## config.mk

```make
export PLATFORM = sky130hd
export DESIGN_NAME = algorithm_sum_flat
export DESIGN_NICKNAME = d
export VERILOG_FILES = /design/src/rtl/algorithm_sum_if.sv /design/src/rtl/algorithm_sum.sv /design/src/flat_wrapper.sv
export SDC_FILE = /design/constraint.sdc
export NUM_CORES = 1
export LEC_CHECK = 0
export ABC_AREA = 1
export ABC_CLOCK_PERIOD_IN_PS = 3400
export CAP_MARGIN = 15
export CORE_UTILIZATION = 39
export DETAILED_ROUTE_END_ITERATION = 8
export HOLD_SLACK_MARGIN = 0.03
export MAX_ROUTING_LAYER = met4
export PLACE_DENSITY = 0.69
export SLEW_MARGIN = 20
export SYNTH_ARGS = -nofsm -noshare
export SYNTH_HDL_FRONTEND = slang
export SYNTH_SLANG_ARGS = --single-unit
```

## constraint.sdc

```tcl
create_clock -name clk -period 3.4 [get_ports clk]
set_input_delay 0.68 -clock clk [delete_from_list [all_inputs] [get_ports clk]]
set_output_delay 0.68 -clock clk [all_outputs]
set_load 0.05 [all_outputs]
```

## src/rtl/algorithm_sum_if.sv

```systemverilog
// algorithm_sum_if
//   Bundles the sample stream and the running-total return path of the
//   streaming accumulator so a source and its consumer share one port.
//
//   Signals:
//     sIn  signed WIDTH  sample presented to the accumulator every cycle
//     sum  signed WIDTH  registered running total returned by the accumulator
//
//   Modports:
//     master  drives sIn, observes sum (sample source / consumer side)
//     slave   observes sIn, drives sum (accumulator side)
interface algorithm_sum_if #(
  parameter int WIDTH = 8
);
  logic signed [WIDTH-1:0] sIn;
  logic signed [WIDTH-1:0] sum;

  modport master (output sIn, input  sum);
  modport slave  (input  sIn, output sum);
endinterface

```

## src/rtl/algorithm_sum.sv

```systemverilog
// algorithm_sum
//   Streaming accumulator: every rising clock edge the incoming signed sample
//   is added into a running total, which is presented as a registered output.
//   Arithmetic wraps modulo 2^WIDTH (two's complement); there is no
//   saturation and no overflow indication.
//
//   Ports:
//     clk   input   rising-edge clock
//     nrst  input   asynchronous, active-low reset; clears the total to 0
//     bus   slave   algorithm_sum_if: bus.sIn sample in, bus.sum total out
//
//   Latency is one cycle; one sample is consumed every cycle. There is no
//   combinational path from bus.sIn to bus.sum.
module algorithm_sum #(
  parameter int WIDTH = 8
) (
  input  logic            clk,
  input  logic            nrst,
  algorithm_sum_if.slave  bus
);

  // Wrapping add: the carry out of the top bit is intentionally dropped, so
  // 0x7F + 0x01 lands on 0x80 rather than clamping.
  function automatic logic signed [WIDTH-1:0] add_wrap(
    input logic signed [WIDTH-1:0] a,
    input logic signed [WIDTH-1:0] b
  );
    logic signed [WIDTH-1:0] res;
    res = a + b;
    return res;
  endfunction

  logic signed [WIDTH-1:0] w_sin_p0;
  logic signed [WIDTH-1:0] r_acc_p1;

  assign w_sin_p0 = bus.sIn;

  // ---- stage p0 -> p1: accumulate sample into the running total ----
  // The total is architectural state visible on the output, so it is cleared
  // by reset; reset wins over a coincident clock edge.
  always_ff @(posedge clk or negedge nrst) begin
    if (!nrst) begin
      r_acc_p1 <= '0;
    end else begin
      r_acc_p1 <= add_wrap(r_acc_p1, w_sin_p0);
    end
  end

  assign bus.sum = r_acc_p1;

endmodule

```

## src/flat_wrapper.sv

```systemverilog
// flat-port wrapper written by rule: the top's interface ports become plain ports
module algorithm_sum_flat 
#(
  parameter int WIDTH = 8
)
  (clk, nrst, bus_sIn, bus_sum);
  algorithm_sum_if #(.WIDTH(WIDTH)) bus_i ();
  input  logic clk;
  input  logic nrst;
  input wire logic [$bits(bus_i.sIn)-1:0] bus_sIn;
  output wire logic [$bits(bus_i.sum)-1:0] bus_sum;
  assign bus_i.sIn = bus_sIn;
  assign bus_sum = bus_i.sum;
  algorithm_sum #(.WIDTH(WIDTH)) u_core (.clk(clk), .nrst(nrst), .bus(bus_i));
endmodule
```

Word level (Yosys, flattened, before mapping)
Index checks and enable logic that the tools add are counted.
{"block": "classes", "addsub": 1}
{"operator": "$add A8 B8 Y8", "n": 1}
{"block": "word_totals", "output_inout_bits": 8, "regBits": 8, "inputBits": 10, "word_cells": 2}

Longest topological paths before layout
{"block": "depth", "word_depth": 1, "ltp_mapped": 10, "ltp_nobuf": 10}

Worst setup path after synthesis
Ideal clock, no wire load.
{"block": "synth_timing", "path_kind": "flip-flop to flip-flop", "from": "reg u_core.r_acc_p1[0], in the netlist u_core.bus.sum[0]", "to": "reg u_core.r_acc_p1[6], in the netlist u_core.bus.sum[6]", "arrival_time_ps": 1631, "t_required_ps": 3284, "path_buffers": 0, "setup_slack_ps": 1653, "synth_period_minus_slack_ps": 1747, "setup_time_ps": 116, "path_stages_with_launch": 10, "cell_sequence": "dfrtp_1 -> ha_1 -> inv_1 -> fa_1 -> inv_1 -> nand2_1 -> nand2_1 -> nand3_1 -> nand3_1 -> nand2_1"}
{"block": "synth_between", "elab_chain_cells": 1}
{"item": "start, declared", "line_no": "algorithm_sum.sv:34", "rtl": "logic signed [WIDTH-1:0] r_acc_p1;"}
{"item": "start signal, assigned", "line_no": "algorithm_sum.sv:45", "rtl": "r_acc_p1 <= add_wrap(r_acc_p1, w_sin_p0);"}
{"item": "$add A8 B8 Y8", "line_no": "algorithm_sum.sv:29", "rtl": "res = a + b;"}
Every way passes these cells.

Worst setup path in the final report
{"block": "layout_timing", "from": "reg u_core.r_acc_p1[7], in the netlist u_core.bus.sum[7]", "to": "out bus_sum[7]"}
{"item": "end, declared", "line_no": "flat_wrapper.sv:11", "rtl": "output wire logic [$bits(bus_i.sum)-1:0] bus_sum;"}
No word-level cell between the ends.

==> reports/results.tsv <==
stage	metric	value	unit
detailed_routing	Vias/cell	4.66	
detailed_routing	initial drt markers	7	
yosys	synthesized area per cell	8.26	sq um
yosys	net count after synthesis	86	
clocking	Clock Latency Late Sink	260	ps
yosys	Synth Register Bits	8	
placed_design	Post-DP HPWL	790	um
detailed_routing	DRT Wirelength	970	um
yosys	Cells after Synth	68	
placed_design	I/O Buffers	17	
sta	final hold slack	505	ps
worst_setup_path	Crit-path slowest cell	clkdlybuf4s50_1	
worst_setup_path	Startpoint Class	flop	
clocking	clk root buf	clkbuf_4	
power_and_ir_drop	Lkg Pwr	0.403	nW
worst_setup_path	Worst path top cell family by delay	buffers and inverters	
cells_and_area	leading cell type in the layout, fill and taps excluded	nand2_1	
placed_design	Placer Congestion	0.709	
cells_and_area	Area Growth Syn to Fin	37.6	%
sta	Setup WS post-layout	1190	ps
floorplanning	row cnt	13	
status	status	finished, final reports clean	
cells_and_area	multi-input combinational cell area	313	sq um
worst_setup_path	Worst Path Required	2720	ps
global_route	total gr overflow	0	
worst_setup_path	reg-to-reg startpoint	u_core.bus.sum[0]	
detailed_routing	Initial DRT Pass Iterations	3	
sta	Final TNS setup	0	ps
global_route	largest net degree at the start of global routing	9	
clocking	TritonCTS clock tree	yes	
floorplanning	Die H	40.0	um
sta	final setup skew	6.15	ps
clocking	total clock buffers created by CTS	3	
worst_hold_path	hold crit path type	reg2reg	
worst_setup_path	Setup CP Type	reg2out	
power_and_ir_drop	PD cells	1100	mW/mm^2
floorplanning	Die ar.	0.00160	sq mm
yosys	Distinct cells, synth	14	
cells_and_area	fill cell count	122	
worst_hold_path	Hold Path Depth	1	
worst_setup_path	Crit path largest cell delay	830	ps
detailed_routing	post-DR wirelength/cell	9.42	um
cells_and_area	most frequent cells in the layout	nand2_1 (21), clkdlybuf4s50_1 (17), inv_1 (12), dfrtp_1 (8), ha_1 (7)	
sta	min cycle time layout	2210	ps
worst_hold_path	hold_sp	u_core.bus.sum[0]	
worst_setup_path	Register-to-Register Path Depth	9	
global_route	initial antenna violation count	0	
sta	Final setup viols	0	
sta	Slew Limit Fails	0	
sta	Tcrit/Tclk final	65.0	%
cells_and_area	share of cells above drive strength 1	5.68	%
worst_setup_path	CP cell instances	clkdlybuf4s50_1	
floorplanning	Core ar.	0.00132	sq mm
floorplanning	Initial Util	42.6	%
detailed_routing	via count	480	
sta	Max-slew headroom	66.3	%
worst_setup_path	Critical Path AT	1530	ps
cells_and_area	FF/Latch Area	200	sq um
worst_setup_path	crit path launch	u_core.bus.sum[7]	
worst_setup_path	Bufs and invs on worst path	1	
detailed_routing	# DRC	0	
yosys	Syn. warnings	0	
clocking	CTS Buffer Depth	2	
global_route	vias in the first global route	406	
sta	Least-Margin Pin Slew	504	ps
sta	Fmax	0.453	GHz
job	max-cap violation count	0	
global_route	GRT Overall Usage	15.8	%
cells_and_area	diode count	0	
cells_and_area	max reg flops	8	
global_route	global-route wire length before repair	1520	um
power_and_ir_drop	VDD IR max	0.532	mV
sta	Final Hold Vio Count	0	
sta	RSZ-0062 raised after global routing	no	
clocking	H-tree Lvls	1	
floorplanning	num ports	18	
yosys	Seq/Total Area, Yosys	35.6	%
clocking	clk slew on worst S/H paths	60	ps
clocking	post-CTS setup buffers	0	
clocking	PostCTS Resize Cnt	0	
clocking	CTS Sinks	8	
placed_design	DP Worst Slack	1120	ps
detailed_routing	Routed Antenna Nets	0	
worst_setup_path	Worst Path Max Fanout	2	
cells_and_area	Layout Nets	108	
floorplanning	chip width	40.0	um
clocking	hold_buf cts	0	
yosys	Syn Std Cell Area	562	sq um
worst_setup_path	Crit path depth	1	
worst_setup_path	Crit. End Element	output port	
## cell type report
class                           count  area share, %
Multi-Input combinational cell     47           40.5
Inverter                           13           6.31
Sequential cell                     8           25.9
Clock buffer                        3           2.91
Tap cell                           15           2.43
Timing Repair Buffer               17           22.0
## layer usage
| layer | global-route usage (%) | wire length [um] | vias to the layer above |
|---|---|---|---|
| met5 | - | 0 | - |
| met4 | 12.9 | 34 | 0 |
| met3 | 5.00 | 66 | 5 |
| met2 | 23.8 | 439 | 17 |
| met1 | 16.9 | 430 | 208 |
| li1 | - | - | 250 |
## Yosys cell counts
cell type | instances | area [sq um]
clkinv_1 | 1 | 3.75
xnor2_4 | 1 | 27.5
nand3b_1 | 1 | 7.51
fa_1 | 1 | 20.0
ha_1 | 7 | 87.6
nand3_1 | 5 | 25.0
nor2_1 | 3 | 11.3
nand2_2 | 1 | 6.26
xnor2_1 | 3 | 26.3
dfrtp_1 | 8 | 200
a21oi_1 | 2 | 10.0
inv_1 | 12 | 45.0
nand2_1 | 21 | 78.8
or2_1 | 2 | 12.5
## per-stage QoR
step	utilization, %	std cells	power [mW]	instance area [sq um]
finish	58.7	103	0.848	773
global route	58.7	103	0.919	773
CTS	58.7	103	0.858	773
detailed placement	57.0	100	0.780	751
global placement	57.0	100	0.772	751
floorplan	-	68	0.621	562
## where the power goes
group	switching [mW]	leakage (nW)	internal, mW
Sequential	0.0341	0.0941	0.149
Clock	0.0331	0.0138	0.0404
Combinational	0.362	0.295	0.229
## final timing paths
kind / endpoint / slack [ps]
max in group asynchronous: u_core.bus.sum[1] / 2420
min reg2reg: u_core.bus.sum[0] / 500
min: u_core.bus.sum[0] / 500
max: bus_sum[7] / 1190
min in group asynchronous: u_core.bus.sum[6] / 700
max reg2reg: u_core.bus.sum[6] / 1920
## cells by family after synthesis
logic type / Yosys count / share of synthesized area, %
compound gates: 2 / 1.78
buf+inv: 13 / 8.68
xor+xnor: 4 / 9.58
flops: 8 / 35.6
simple gates: 33 / 25.2
fa+ha+maj: 8 / 19.2
Power figures use the tool's default switching activity.
